## config.mk

```make
export PLATFORM = sky130hd
export DESIGN_NAME = dmem_lsu
export DESIGN_NICKNAME = d
export VERILOG_FILES = /design/src/rtl/dmem_lsu.sv
export SDC_FILE = /design/constraint.sdc
export NUM_CORES = 1
export LEC_CHECK = 0
export BUFFER_PORTS_ARGS = -buffer_cell sky130_fd_sc_hd__clkbuf_2
export CAP_MARGIN = 10
export CELL_PAD_IN_SITES_DETAIL_PLACEMENT = 1
export CELL_PAD_IN_SITES_GLOBAL_PLACEMENT = 2
export CORE_UTILIZATION = 30
export DETAILED_ROUTE_END_ITERATION = 8
export PLACE_DENSITY_LB_ADDON = 0.1
export SYNTH_ARGS = -nofsm -noshare
export SYNTH_HDL_FRONTEND = slang
export SYNTH_SLANG_ARGS = --single-unit
```

## constraint.sdc

```tcl
create_clock -name clk -period 2.1 [get_ports clk]
set_input_delay 0.105 -clock clk [delete_from_list [all_inputs] [get_ports clk]]
set_output_delay 0.105 -clock clk [all_outputs]
set_load 0.02 [all_outputs]
```

## src/rtl/dmem_lsu.sv

```systemverilog
// RV32 data-memory load/store unit: aligns, extends and lane-positions accesses to a 1-cycle RAM.
// Define MISALIGNED_SPLIT_EN to split word-crossing accesses into two RAM cycles instead of faulting.
module dmem_lsu (
  input  logic        clk,
  input  logic        rst,
  input  logic        req_valid,
  output logic        req_ready,
  input  logic        req_we,
  input  logic [2:0]  req_funct3,
  input  logic [31:0] req_addr,
  input  logic [31:0] req_wdata,
  output logic        resp_valid,
  output logic [31:0] resp_rdata,
  output logic        resp_fault,
  output logic        dmem_en,
  output logic [31:0] dmem_addr,
  output logic [31:0] dmem_d,
  output logic [3:0]  dmem_we,
  input  logic [31:0] dmem_q
);

  // Handshake: a request is taken on any rising edge where req_valid && req_ready;
  // the response is an unconditional single-cycle resp_valid pulse (no backpressure).
  typedef enum logic [1:0] {IDLE, WAIT1, ISSUE2, WAIT2} state_t;

  state_t      state_q, state_d;
  logic        we_q, fault_q;
  logic [2:0]  funct3_q;
  logic [31:0] addr_q, wdata_q, lo_q;
  logic        resp_valid_q, resp_fault_q;
  logic [31:0] resp_rdata_q;

  logic        req_bad, req_cross;
  logic [2:0]  src_f3;
  logic [1:0]  src_off;
  logic [31:0] src_wdata;
  logic [7:0]  wide_mask;
  logic [63:0] wide_data;
  logic [63:0] pair;
  logic [31:0] aligned;

  function automatic logic [3:0] size_mask(input logic [1:0] sz);
    case (sz)
      2'b00:   return 4'b0001;
      2'b01:   return 4'b0011;
      default: return 4'b1111;
    endcase
  endfunction

  function automatic logic illegal_f3(input logic we, input logic [2:0] f3);
    if (we) return f3[2] || (f3[1:0] == 2'b11);
    return (f3 == 3'b011) || (f3[2:1] == 2'b11);
  endfunction

  function automatic logic [31:0] extend(input logic [2:0] f3, input logic [31:0] d);
    case (f3)
      3'b000:  return {{24{d[7]}}, d[7:0]};
      3'b001:  return {{16{d[15]}}, d[15:0]};
      3'b100:  return {24'b0, d[7:0]};
      3'b101:  return {16'b0, d[15:0]};
      default: return d;
    endcase
  endfunction

`ifdef MISALIGNED_SPLIT_EN
  function automatic logic crosses_word(input logic [2:0] f3, input logic [1:0] off);
    return (f3[1:0] == 2'b01 && off == 2'b11) || (f3[1:0] == 2'b10 && off != 2'b00);
  endfunction

  assign req_bad   = illegal_f3(req_we, req_funct3);
  assign req_cross = crosses_word(req_funct3, req_addr[1:0]);
`else
  function automatic logic misaligned(input logic [2:0] f3, input logic [1:0] off);
    return (f3[1:0] == 2'b01 && off[0]) || (f3[1:0] == 2'b10 && off != 2'b00);
  endfunction

  assign req_bad   = illegal_f3(req_we, req_funct3) || misaligned(req_funct3, req_addr[1:0]);
  assign req_cross = 1'b0;
`endif

  // Lane positioning uses the live request in IDLE and the captured one for the second half.
  always_comb begin
    src_f3    = (state_q == IDLE) ? req_funct3    : funct3_q;
    src_off   = (state_q == IDLE) ? req_addr[1:0] : addr_q[1:0];
    src_wdata = (state_q == IDLE) ? req_wdata     : wdata_q;
    wide_mask = {4'b0000, size_mask(src_f3[1:0])} << src_off;
    wide_data = {32'b0, src_wdata} << {src_off, 3'b000};
  end

  // Low word sits in the lower half of the pair; a single access reads its bytes from dmem_q alone.
  always_comb begin
    pair    = {dmem_q, (state_q == WAIT2) ? lo_q : dmem_q};
    aligned = 32'(pair >> {addr_q[1:0], 3'b000});
  end

  always_comb begin
    state_d   = state_q;
    req_ready = 1'b0;
    dmem_en   = 1'b0;
    dmem_addr = 32'b0;
    dmem_d    = 32'b0;
    dmem_we   = 4'b0000;
    case (state_q)
      IDLE: begin
        req_ready = 1'b1;
        if (req_valid) begin
          if (req_bad) begin
            state_d = WAIT1;
          end else begin
            dmem_en   = 1'b1;
            dmem_addr = {2'b00, req_addr[31:2]};
            dmem_we   = req_we ? wide_mask[3:0] : 4'b0000;
            dmem_d    = wide_data[31:0];
            state_d   = req_cross ? ISSUE2 : WAIT1;
          end
        end
      end
      WAIT1: state_d = IDLE;
      ISSUE2: begin
        dmem_en   = 1'b1;
        dmem_addr = {2'b00, addr_q[31:2] + 30'd1};
        dmem_we   = we_q ? wide_mask[7:4] : 4'b0000;
        dmem_d    = wide_data[63:32];
        state_d   = WAIT2;
      end
      WAIT2: state_d = IDLE;
      default: state_d = IDLE;
    endcase
    if (rst) begin
      state_d   = IDLE;
      req_ready = 1'b0;
      dmem_en   = 1'b0;
      dmem_addr = 32'b0;
      dmem_d    = 32'b0;
      dmem_we   = 4'b0000;
    end
  end

  always_ff @(posedge clk) begin
    if (rst) begin
      state_q      <= IDLE;
      we_q         <= 1'b0;
      fault_q      <= 1'b0;
      funct3_q     <= 3'b000;
      addr_q       <= 32'b0;
      wdata_q      <= 32'b0;
      lo_q         <= 32'b0;
      resp_valid_q <= 1'b0;
      resp_fault_q <= 1'b0;
      resp_rdata_q <= 32'b0;
    end else begin
      state_q      <= state_d;
      resp_valid_q <= 1'b0;
      resp_fault_q <= 1'b0;
      resp_rdata_q <= 32'b0;
      case (state_q)
        IDLE: begin
          if (req_valid) begin
            we_q         <= req_we;
            funct3_q     <= req_funct3;
            addr_q       <= req_addr;
            wdata_q      <= req_wdata;
            fault_q      <= req_bad;
            resp_valid_q <= req_bad;
            resp_fault_q <= req_bad;
          end
        end
        // A faulted request already responded; WAIT1 is then just its busy cycle.
        WAIT1: begin
          if (!fault_q) begin
            resp_valid_q <= 1'b1;
            resp_rdata_q <= we_q ? 32'b0 : extend(funct3_q, aligned);
          end
        end
        ISSUE2: lo_q <= dmem_q;
        WAIT2: begin
          resp_valid_q <= 1'b1;
          resp_rdata_q <= we_q ? 32'b0 : extend(funct3_q, aligned);
        end
        default: ;
      endcase
    end
  end

  assign resp_valid = resp_valid_q;
  assign resp_fault = resp_fault_q;
  assign resp_rdata = resp_rdata_q;

endmodule

```

# After elaboration in Yosys (flattened, before gate mapping)
# Index checks and enable logic that the tools add are counted.
word_totals:
  ff_bits: 137
  input_bits: 103
  out_inout_bits: 104
classes:
  addsub: 1
  eq_ne: 13
  shift: 3
  mux: 37
  bitwise_logic: 1
  n_reduce_logical: 13
ops:
  columns: ["cell", "count"]
  rows:
  - ["32-bit 2-to-1 mux", 8]
  - ["32-bit one-hot mux with 2 select lines", 2]
  - ["32-bit one-hot mux with 4 select lines", 1]
  - ["32-bit by 5-bit left shift with 64-bit output", 1]
  - ["64-bit by 5-bit right shift with 32-bit output", 1]
  - ["30-bit 2-to-1 mux", 2]
  - ["30-bit one-hot mux with 2 select lines", 1]
  - ["30-bit by 1-bit adder with 30-bit output, second input constant", 1]
  - ["4-bit 2-to-1 mux", 5]
  - ["4-bit one-hot mux with 2 select lines", 2]
  - ["2-bit equality test, second input constant", 5]
  - ["1-bit 2-to-1 mux", 10]
  - ["4-bit by 2-bit left shift with 8-bit output", 1]
  - ["2-bit by 1-bit equality test with 1-bit output, second input constant", 3]
  - ["3-bit equality test, second input constant", 2]
  - ["2-bit 2-to-1 mux", 3]
  - ["2-bit one-hot mux with 3 select lines", 1]
  - ["2-bit logical NOT", 2]
  - ["1-bit logical OR", 4]
  - ["2-bit OR reduction", 2]
  - ["3-bit by 1-bit equality test with 1-bit output, second input constant", 1]
  - ["3-bit by 2-bit equality test with 1-bit output, second input constant", 1]
  - ["3-bit logical NOT", 1]
  - ["1-bit one-hot mux with 3 select lines", 1]
  - ["other kinds (6)", 7]

# Longest topological paths before layout
# Gate-level depths: netlist of run 1.
logic_depth:
  depth_word: 10
  ltp_mapped: 9
  ltp_nobuf: 6

# Worst setup path before layout of run 1
# OpenSTA, ideal clock, no wires.
synth_path:
  path_type: "flip-flop to output port"
  from: "reg addr_q[0]"
  to: "out dmem_d[10]"
  arrival_ps: 1894
  setup_slack_ps: 101
  path_stages_with_launch: 6
  path_buffers: 3
  path_cell_list: "dfxtp_1 buf_2 clkbuf_1 clkbuf_1 a211oi_1 o41ai_1"
synth_via:
  elab_chain_cells: 6
synth_rtl:
  columns: ["item", "line_no", "source"]
  rows:
  - ["start, declared", "29", "logic [31:0] addr_q, wdata_q, lo_q;"]
  - ["start signal, assigned", "161", "addr_q <= req_addr;"]
  - ["2-bit 2-to-1 mux *", "84", "src_off = (state_q == IDLE) ? req_addr[1:0] : addr_q[1:0];"]
  - ["32-bit by 5-bit left shift with 64-bit output *", "87", "wide_data = {32'b0, src_wdata} << {src_off, 3'b000};"]
  - ["32-bit 2-to-1 mux", "107", "if (req_bad) begin"]
  - ["32-bit 2-to-1 mux", "106", "if (req_valid) begin"]
  - ["32-bit one-hot mux with 2 select lines *", "103", "case (state_q)"]
  - ["32-bit 2-to-1 mux *", "129", "if (rst) begin"]
  - ["end, declared", "17", "output logic [31:0] dmem_d,"]
# Every way passes the cells marked *; elsewhere a longest branch is shown, timed or not.

# Final worst setup path of run 1
layout_path:
  from: "reg state_q[1]"
  to: "out dmem_d[28]"
layout_via:
  elab_chain_cells: 7
layout_rtl:
  columns: ["item", "line_no", "source"]
  rows:
  - ["start, declared", "26", "state_t state_q, state_d;"]
  - ["start signal, assigned", "152", "state_q <= state_d;"]
  - ["2-bit logical NOT", "84, 85, 103", null]
  - ["32-bit 2-to-1 mux or 2-bit 2-to-1 mux (tied branches)", "85, 84", null]
  - ["32-bit by 5-bit left shift with 64-bit output", "87", null]
  - ["32-bit 2-to-1 mux", "107", null]
  - ["32-bit 2-to-1 mux", "106", null]
  - ["32-bit one-hot mux with 2 select lines *", "103", null]
  - ["32-bit 2-to-1 mux *", "129", null]
# Marks and branches as above.

==> results.tsv, run 1 <==
metric	value	unit
start_util	30.7	%
dpl.hpwl	23600	um
hold_viol	0	
clock_sinks	137	
status	finished, violations left	
fin_nets	1570	
power_frac_comb	21.8	%
syn_inst	1125	
switchingPower	0.00236	W
die_width	171	um
grt_max_degree	69	
critical_path_class	reg2out	
worstSetupEndpointType	primary output	
async_reset_ff_share	0	%
layout_common_cells	nand2_1, clkbuf_2, a21oi_1, dfxtp_1, buf_4	
drv_slew	0	
power.total	0.00764	W
setup_tns	-10.90	ns
clk_latency	0.43	ns
cts-root-buf	clkbuf_16	
start_kind	register	
seq_area_frac_synth	32.1	%
grtUsageTotal	24.7	%
grt-ovfl-total	0	
dr.pass1.iters	5	
violations	setup timing	
wl_per_cell	19.7	um
p_per_area	562	nW/um^2
max-vdd-ir-drop	547	uV
leakage	5.44	nW
placementRows	61	
cts_tree	done	
htreeDepth	4	
ant_nets	0	
clock.fmax	415	MHz
setup_viol	66	
skew	0.00986	ns
p_int	0.00528	W
fp.dieArea	29100	um^2
grt_pass1_vias	9627	
final_common_cell	nand2_1	
viasPerCell	5.20	
core	27900	um^2
clockPowerShare	41.5	%
maxCapViolCount	0	
ios	207	
synth-edff-count	0	
clk_path_buf_depth	2	
layout-drive-gt1-share	37.7	%
min_period	2.41	ns
synth_flop_cell	dfxtp_1	
antenna_found_initial	2	
drcViolationCount	0	
clk_pin_slew	0.07	ns
drtIter0Drc	464	
syn_area	8540	um^2
gp_congestion	0.817	
wl	36700	um
yosys_warnings	0	
slew_headroom	46.4	%
fp.dieH	171	um
syn_avg_cell_area	7.59	um^2
cts_buffers	17	
synth_seq_cells	137	
hp-class	in2reg	
worst_slew_pin_slew	0.803	ns
arrival	2.30	ns
numPortBuffers	204	
rsz0062_at_grt	yes	
grt_pass1_wl	55100	um
syn_to_final_growth	59.3	%
required	2.00	ns
swShare	30.9	%
path_max_fanout	9	
finalCritPeriodShare	115	%
p_seq_share	36.7	%
synth.distinct_cells	63	
setup_slack	-0.309	ns
num_vias	9665	
[layer usage]
metal	global-route usage (%)	vias to the layer above	routed length, um
met5	0	-	0
met4	6.93	0	690
met3	3.28	46	1180
met2	43.4	226	18600
met1	31.4	4757	16200
li1	-	4636	-
[critical path, cell delays in order, from the launching register on]
cell and delay, ns:
dfxtp_4 0.37, nor2_4 0.22, buf_6 0.16, mux2_4 0.34, buf_12 0.16, a211oi_2 0.15, a21oi_1 0.07, nor2_1 0.22
buf_4 0.19
[power groups by stage]
stage / clock network [W] / logic (W) / registers [W]
2_1_floorplan: 0 / 0.000716 / 0.00285
3_3_place_gp: 0 / 0.00121 / 0.00286
3_5_place_dp: 0 / 0.00122 / 0.00286
4_1_cts: 0.00325 / 0.00152 / 0.00280
5_1_grt: 0.00335 / 0.00179 / 0.00282
6_report: 0.00317 / 0.00166 / 0.00281
[cell usage after synthesis, types with 10 or more instances]
master,count,area (um^2)
inv_1,12,45.0
and3_1,10,62.6
xnor2_1,22,193
nand2_1,300,1130
o21ai_0,48,240
mux4_2,14,315
nand3_1,16,80.1
o21ai_1,21,105
dfxtp_1,137,2740
nor2b_1,12,75.1
nor2_1,46,173
clkbuf_1,51,191
buf_2,27,135
a211oi_1,34,255
mux2_2,22,248
mux2i_1,59,591
a21oi_1,132,661
o211ai_1,10,75.1
[flip-flops by register name, indices dropped and copies added (netlist names)]
name and cells:
resp_rdata 32, wdata_q 32, we_q 1, addr_q 32, funct3_q 3, lo_q 32
resp_fault 1, resp_valid 1, fault_q 1, state_q 2
[logic make-up after synthesis]
family / synth area share, %
AOI/OAI and AO/OA: 20.8
xor gates and xnor gates: 2.87
adders and majority gates: 0.146
buffers and inverters: 5.89
DFF: 32.1
muxes: 15.4
other: 0.0439
and+or+nand+nor: 22.7
[final timing paths]
check / from / endpoint / slack [ns] / depth (start not counted)
worst min-delay path: dmem_q[2] / lo_q[2]$_SDFFE_PP0N_ / 0.02 / 3
worst max-delay path: state_q[1]$_SDFFE_PP0P_ / dmem_d[28] / -0.31 / 8
worst max register to register: state_q[0]$_SDFFE_PP0P_ / resp_rdata[28]$_SDFF_PP0_ / 0.09 / 7
worst min register to register: lo_q[2]$_SDFFE_PP0N_ / lo_q[2]$_SDFFE_PP0N_ / 0.46 / 2
[cell type report]
class | count | area (um^2)
Fill cell | 3315 | 14300
Multi-Input combinational cell | 879 | 6140
Timing Repair Buffer | 418 | 3560
Sequential cell | 137 | 2770
Tap cell | 378 | 473
Clock buffer | 18 | 439
Clock inverter | 13 | 161
Inverter | 13 | 48.8
Antenna cell | 2 | 5.00
[metrics by stage]
step	std cells	worst slack (ns)	instance area, um^2	utilization, %	hold slack [ns]
final	1858	-0.309	13600	48.8	0.0173
after global routing	1858	-0.361	13600	48.8	0.0207
after CTS	1844	-0.305	12800	46.1	0.00216
after detailed placement	1686	0.0257	10200	36.7	0.352
after global placement	1686	0.0373	10200	36.7	0.348
after floorplan	1126	0.101	8540	-	0.221
[repair_timing]
action / in CTS / in global routing
endpoints found under the hold margin: 99 / 0
setup buffers: 22 / 20
hold buffers: 99 / 0
pin swaps: 22 / 51
gates cloned: 6 / 2
setup endpoints to repair: 66 / 90
resized for setup: 189 / 224
Power figures use the tool's default switching activity.
==> run 2, diff against run 1 <==
--- a/config.mk
+++ b/config.mk
@@ -5,11 +5,12 @@
 export SDC_FILE = /design/constraint.sdc
 export NUM_CORES = 1
 export LEC_CHECK = 0
+export ABC_AREA = 1
 export BUFFER_PORTS_ARGS = -buffer_cell sky130_fd_sc_hd__clkbuf_2
 export CAP_MARGIN = 10
 export CELL_PAD_IN_SITES_DETAIL_PLACEMENT = 1
 export CELL_PAD_IN_SITES_GLOBAL_PLACEMENT = 2
-export CORE_UTILIZATION = 30
+export CORE_UTILIZATION = 28
 export DETAILED_ROUTE_END_ITERATION = 8
 export PLACE_DENSITY_LB_ADDON = 0.1
 export SYNTH_ARGS = -nofsm -noshare
==> results.tsv, run 2 <==
metric	value	unit	change
viasPerCell	5.10		-1.9%
hold_depth	3		unchanged
met3_usage	3.84	%	+0.56 points
crit_end	dmem_d[19]		
seq_area_frac_synth	31.9	%	-0.18 points
startpoint	state_q[1]$_SDFFE_PP0P_		
placementRows	63		+3.3%
synth-edff-count	0		unchanged
p_per_area	567	nW/um^2	+0.93%
r2r_end	addr_q[26]$_SDFFE_PP0P_		
drcViolationCount	0		unchanged
grtUsageMet2	44.9	%	+1.5 points
path_max_fanout	10		+1
r2r.worst_path.cells	11		+4
grt_max_degree	72		+4.3%
wl_per_cell	19.5	um	-1.1%
clk_latency	0.44	ns	about the same
synth_flop_cell	dfxtp_1		
required	2.00	ns	about the same
leakage	6.13	nW	+13%
ios	207		unchanged
clock.fmax	432	MHz	+4.2%
dpl.hpwl	28200	um	+20%
synth_area_leaders	dfxtp_1, nand2_1, o21ai_0, nor2_1, nand3_1		
ant_nets	0		unchanged
switchingPower	0.00275	W	+16%
wl	42300	um	+15%
critical_path_class	reg2out		
start_util	28.7	%	-1.9 points
max-vdd-ir-drop	540	uV	-1.3%
syn_area	8590	um^2	+0.57%
cts_tree	done		
synth_top_area_share	31.9	%	-0.18 points
regToRegSetupSlack	0.10	ns	about the same
post_dp_cell_area	10400	um^2	+1.2%
clk_path_buf_depth	2		unchanged
slew_headroom	60.2	%	+14 points
p_int	0.00515	W	-2.5%
fp.dieArea	31400	um^2	+7.7%
met1_usage	33.5	%	+2.2 points
antenna_cells	0		-2
setup_viol	65		-1.5%
fin_nets	1869		+19%
p_seq_share	35.8	%	-0.9 points
drtIter0Drc	629		+36%
synth_seq_cells	137		unchanged
crit_chain	nor2_8 -> buf_12 -> buf_12 -> nand2_2 -> o21ai_4 -> buf_6 -> nand2_1 -> nand2_1 -> nand3_1 -> a21oi_2 -> clkbuf_8		
gp_congestion	0.881		+7.8%
htreeDepth	4		unchanged
slowest_delay	0.38	ns	about the same
setup_tns	-7.00	ns	+3.90 ns
layout-drive-gt1-share	32.7	%	-5.0 points
clk_pin_slew	0.07	ns	about the same
power_frac_comb	26.2	%	+4.4 points
yosys.area.top_type	dfxtp_1		
finalCritPeriodShare	110	%	-4.6 points
grtUsageTotal	26.2	%	+1.5 points
min_period	2.31	ns	-0.0965 ns
violations	hold timing, setup timing		
setup_slack	-0.213	ns	+0.0965 ns
hp-class	in2reg		
syn_to_final_growth	62.1	%	
grt-ovfl-total	0		unchanged
syn_avg_cell_area	6.05	um^2	-20%
syn_inst	1420		+26%
yosysMostFrequentCell	nand2_1		
skew	0.0160	ns	+0.00611 ns
drv_slew	0		unchanged
rsz0062_at_grt	yes		
ys_top_cells_by_count	nand2_1, o21ai_0, nor2_1, dfxtp_1, nand3_1		
core	29900	um^2	+7.2%
yosys_warnings	0		unchanged
hold_viol	1		+1
start_kind	register		
final_common_cell	nand2_1		
layout_common_cells	nand2_1, o21ai_0, clkbuf_2, nor2_1, dfxtp_1		
num_vias	11061		+14%
grt_pass1_vias	11085		+15%
holdWs	-0.00717	ns	-0.0245 ns
cts_buffers	17		unchanged
busiest_layer	met2		
arrival	2.21	ns	-0.09 ns
numPortBuffers	204		unchanged
grt_pass1_wl	62700	um	+14%
clock_sinks	137		unchanged
die_width	177	um	+3.8%
worst_slew_pin_slew	0.598	ns	-0.205 ns
worstSetupEndpointType	primary output		
timing.rr.start	state_q[1]$_SDFFE_PP0P_		
stdcell_area	13900	um^2	+2.4%
fp.dieH	177	um	+3.8%
async_reset_ff_share	0	%	unchanged
swShare	34.8	%	+3.9 points
synth.distinct_cells	37		-41%
status	finished, violations left		
slowest_stage	dfxtp_4		
dr.pass1.iters	5		unchanged
antenna_found_initial	1		-1
clockPowerShare	38.0	%	-3.5 points
cts-root-buf	clkbuf_16		
maxCapViolCount	0		unchanged
-- run 2: changes by cell type in the layout (fill, tap and decap cells not counted), sizes merged, moves of 23 or more --
cell,previous run,this run
a21oi,132,109
inv,18,129
nand3,17,126
o21ai,70,199
mux2i,59,0
mux2,34,0
nor2,48,176
nand2,301,379
-- run 2: cells by family (layout without fill, tap and decap cells) --
logic type | Yosys count | count (layout) | share of synthesized area, %
fa+ha+maj | 1 | 1 | 0.146
flops | 137 | 137 | 31.9
other cells | 1 | 2 | 0.0437
simple gates | 694 | 695 | 33.7
buf+inv | 218 | 574 | 10.8
compound gates | 368 | 368 | 23.3
xor+xnor | 1 | 1 | 0.102
-- run 2: worst min-delay path by stage --
stage | startpoint | end
final | req_addr[21] | addr_q[21]$_SDFFE_PP0P_
after global routing | dmem_q[9] | lo_q[9]$_SDFFE_PP0N_
after CTS | dmem_q[18] | lo_q[18]$_SDFFE_PP0N_
after detailed placement | req_addr[11] | addr_q[11]$_SDFFE_PP0P_
after global placement | req_addr[18] | addr_q[18]$_SDFFE_PP0P_
after floorplan | req_funct3[2] | funct3_q[2]$_SDFFE_PP0P_
-- run 2: cell type report --
type                    count  area (um^2)
inverters                 123          473
clock inverters            14          126
clock buffers              18          429
repair buffers            419         3930
fillers                  3745        16000
well taps                 390          488
multi-input cells        1067         5690
flip-flops and latches    137         2790
-- run 2: power by group through the flow --
stage / sequential, W / clock (W) / combinational, W
2_1_floorplan: 0.00287 / 0 / 0.000890
3_3_place_gp: 0.00287 / 0 / 0.00150
3_5_place_dp: 0.00288 / 0 / 0.00151
4_1_cts: 0.00282 / 0.00307 / 0.00191
5_1_grt: 0.00284 / 0.00315 / 0.00224
6_report: 0.00283 / 0.00300 / 0.00207
-- run 2: routing by layer --
metal / wire length, um / part of all wire [%]
met1: 18900 / 45
met5: 8 / 0.019
met4: 828 / 2.0
met2: 20900 / 49
met3: 1720 / 4.1
-- run 2: repair_timing --
item	CTS	global route
hold buffers	78	0
endpoints found under the setup margin	67	104
pin swaps	37	21
resized for setup	299	182
hold endpoints to repair	78	0
gates cloned	11	6
buffers inserted	34	11
-- run 2: worst max-delay path: cells and delay by family (launching register included) --
kind,cells,cell delay [ns]
compound gates,2,0.30
flops,1,0.38
buf+inv,4,0.63
simple gates,5,0.47
-- run 2: stage by stage --
stage	util, %	total power [W]	hold slack (ns)	std cells	setup WS, ns
5_1_grt	46.6	0.00823	0.0304	2168	-0.277
2_1_floorplan	-	0.00376	0.240	1421	0.335
3_5_place_dp	34.7	0.00439	0.357	1997	-0.0515
4_1_cts	44.3	0.00780	0.000185	2152	-0.190
3_3_place_gp	34.7	0.00438	0.347	1997	-0.0307
6_report	46.6	0.00790	-0.00717	2168	-0.213
==> run 3, diff against run 2 <==
--- a/config.mk
+++ b/config.mk
@@ -11,6 +11,7 @@
 export CELL_PAD_IN_SITES_DETAIL_PLACEMENT = 1
 export CELL_PAD_IN_SITES_GLOBAL_PLACEMENT = 2
 export CORE_UTILIZATION = 28
+export CTS_CLUSTER_SIZE = 25
 export DETAILED_ROUTE_END_ITERATION = 8
 export PLACE_DENSITY_LB_ADDON = 0.1
 export SYNTH_ARGS = -nofsm -noshare
==> constraint.sdc (replaced) <==
create_clock -name clk -period 2.1 [get_ports clk]
set_input_delay 0.42 -clock clk [delete_from_list [all_inputs] [get_ports clk]]
set_output_delay 0.42 -clock clk [all_outputs]
set_load 0.02 [all_outputs]
==> results.tsv, run 3 (synthesized netlist as in run 2, its figures left out) <==
metric	value	unit	change
final_common_cell	nand2_1		
clock.fmax	382	MHz	-12%
required	1.68	ns	-0.32 ns
p_seq_share	35.2	%	-0.6 points
fp.dieArea	31400	um^2	unchanged
die_width	177	um	unchanged
arrival	2.20	ns	about the same
slew_headroom	53.4	%	-6.8 points
hp-class	in2reg		
grtUsageTotal	25.8	%	-0.42 points
start_util	28.7	%	unchanged
wl_per_cell	18.6	um	-4.8%
nFillCells	3937		+5.1%
worst_slew_pin_slew	0.699	ns	+0.102 ns
syn_to_final_growth	50.9	%	
min_period	2.62	ns	+0.304 ns
antenna_found_initial	1		unchanged
switchingPower	0.00263	W	-4.4%
setup_viol	67		+3.1%
p_int	0.00535	W	+3.8%
maxCapViolCount	0		unchanged
drtIter0Drc	513		-18%
status	finished, violations left		
clock_sinks	137		unchanged
htreeDepth	4		unchanged
grt_pass1_wl	61500	um	-2.0%
drcViolationCount	0		unchanged
hold_viol	0		-1
viasPerCell	4.99		-2.2%
fin_nets	1867		-0.11%
path_max_fanout	7		-3
dpl.hpwl	29500	um	+4.4%
numPortBuffers	204		unchanged
clk_latency	0.43	ns	about the same
clk_pin_slew	0.07	ns	about the same
grt_max_degree	72		unchanged
worstSetupEndpointType	primary output		
clk_path_buf_depth	2		unchanged
placementRows	63		unchanged
dr.pass1.iters	4		-1
grt_pass1_vias	11140		+0.50%
grt-ovfl-total	0		unchanged
max-vdd-ir-drop	538	uV	-0.32%
skew	0.00960	ns	-0.00637 ns
num_vias	10818		-2.2%
setup_slack	-0.517	ns	-0.304 ns
swShare	33.0	%	-1.8 points
cts_buffers	17		unchanged
drv_slew	0		unchanged
dp_slack	-0.423	ns	-0.371 ns
finalCritPeriodShare	125	%	+14 points
leakage	5.92	nW	-3.3%
p_per_area	615	nW/um^2	+8.5%
core	29900	um^2	unchanged
gp_congestion	0.886		+0.54%
fp.dieH	177	um	unchanged
cts_hold_buf	0		-100%
wl	40300	um	-4.8%
cts-root-buf	clkbuf_16		
stdcell_area	13000	um^2	-6.9%
ant_nets	0		unchanged
violations	setup timing		
power_frac_comb	24.3	%	-1.9 points
post_dp_cell_area	11300	um^2	+8.7%
start_kind	register		
layout-drive-gt1-share	32.9	%	+0.21 points
layout_common_cells	nand2_1, buf_4, o21ai_0, nor2_1, clkbuf_2		
clockPowerShare	40.5	%	+2.5 points
rsz0062_at_grt	yes		
ios	207		unchanged
critical_path_class	reg2out		
cts_tree	done		
[run 3: changes by cell type in the layout (fill, tap and decap cells not counted), moves of 7 or more]
| cell | before | now |
|---|---|---|
| o21ai_0 | 137 | 161 |
| nand2_2 | 48 | 33 |
| buf_4 | 102 | 195 |
| buf_2 | 0 | 7 |
| dfxtp_1 | 118 | 126 |
| nor2_4 | 22 | 8 |
| clkbuf_8 | 25 | 17 |
| nor2_1 | 136 | 151 |
| o21ai_2 | 25 | 12 |
| nand2_1 | 322 | 339 |
| dlygate4sd3_1 | 78 | 0 |
| clkbuf_4 | 0 | 12 |
| buf_6 | 32 | 25 |
| o21ai_4 | 11 | 3 |
[run 3: timing repair]
| action | CTS | global route |
|---|---|---|
| setup buffers | 15 | 8 |
| cloned | 4 | 1 |
| gates resized for setup | 167 | 145 |
| pin swaps | 22 | 25 |
| endpoints found under the hold margin | 0 | 0 |
| setup endpoints to repair | 67 | 68 |
[run 3: power groups by stage]
stage	Combinational, W	Sequential, W	Clock [W]
after floorplan	0.000890	0.00287	0
after global placement	0.00169	0.00286	0
after detailed placement	0.00171	0.00286	0
after CTS	0.00188	0.00280	0.00333
after global routing	0.00212	0.00282	0.00341
final	0.00194	0.00280	0.00323
[run 3: routing by layer]
layer  GRT usage, %  vias up  wire [um]
met5              0        -          0
met4           9.55        0       1060
met3           3.97       53       1630
met1           32.6     5177      18100
met2           43.7      241      19500
li1               -     5347          -
[run 3: cell type report]
| cell class | count | area (um^2) | area share [%] |
|---|---|---|---|
| well taps | 390 | 488 | 3.77 |
| flip-flops and latches | 137 | 2760 | 21.3 |
| clock inverters | 13 | 158 | 1.22 |
| clock buffers | 19 | 453 | 3.49 |
| diodes | 1 | 2.50 | 0.0193 |
| repair buffers | 418 | 3320 | 25.6 |
| inverters | 123 | 468 | 3.61 |
| multi-input cells | 1066 | 5310 | 41.0 |
[run 3: path summary, 6_finish.rpt]
path | start | endpoint | slack [ns] | depth (start not counted)
setup / recovery | state_q[1]$_SDFFE_PP0P_ | dmem_d[18] | -0.52 | 11
hold / removal | req_addr[18] | addr_q[18]$_SDFFE_PP0P_ | 0.22 | 3
setup reg to reg | state_q[1]$_SDFFE_PP0P_ | wdata_q[31]$_SDFFE_PP0P_ | 0.11 | 9
hold reg to reg | wdata_q[2]$_SDFFE_PP0P_ | wdata_q[2]$_SDFFE_PP0P_ | 0.46 | 2
[run 3: critical path, stage by stage, from the launching register on]
cell and delay (ns):
dfxtp_4 0.37, nor2_8 0.17, buf_12 0.16, nand2_4 0.05, o21ai_4 0.13, buf_12 0.16
buf_12 0.12, nand2_1 0.07, nand3_1 0.06, nand3_1 0.08, a21oi_2 0.20, clkbuf_8 0.18
[run 3: per-stage QoR]
step                power (W)  hold WS (ns)  instances  TNS (ns)  util [%]
global placement      0.00455         0.445       2109    -21.81      37.7
global route          0.00835         0.234       2166    -38.11      43.4
floorplan             0.00376         0.434       1421         0         -
detailed placement    0.00457         0.451       2109    -19.83      37.7
finish                0.00797         0.221       2167    -30.08      43.4
CTS                   0.00800         0.203       2160    -33.05      42.2
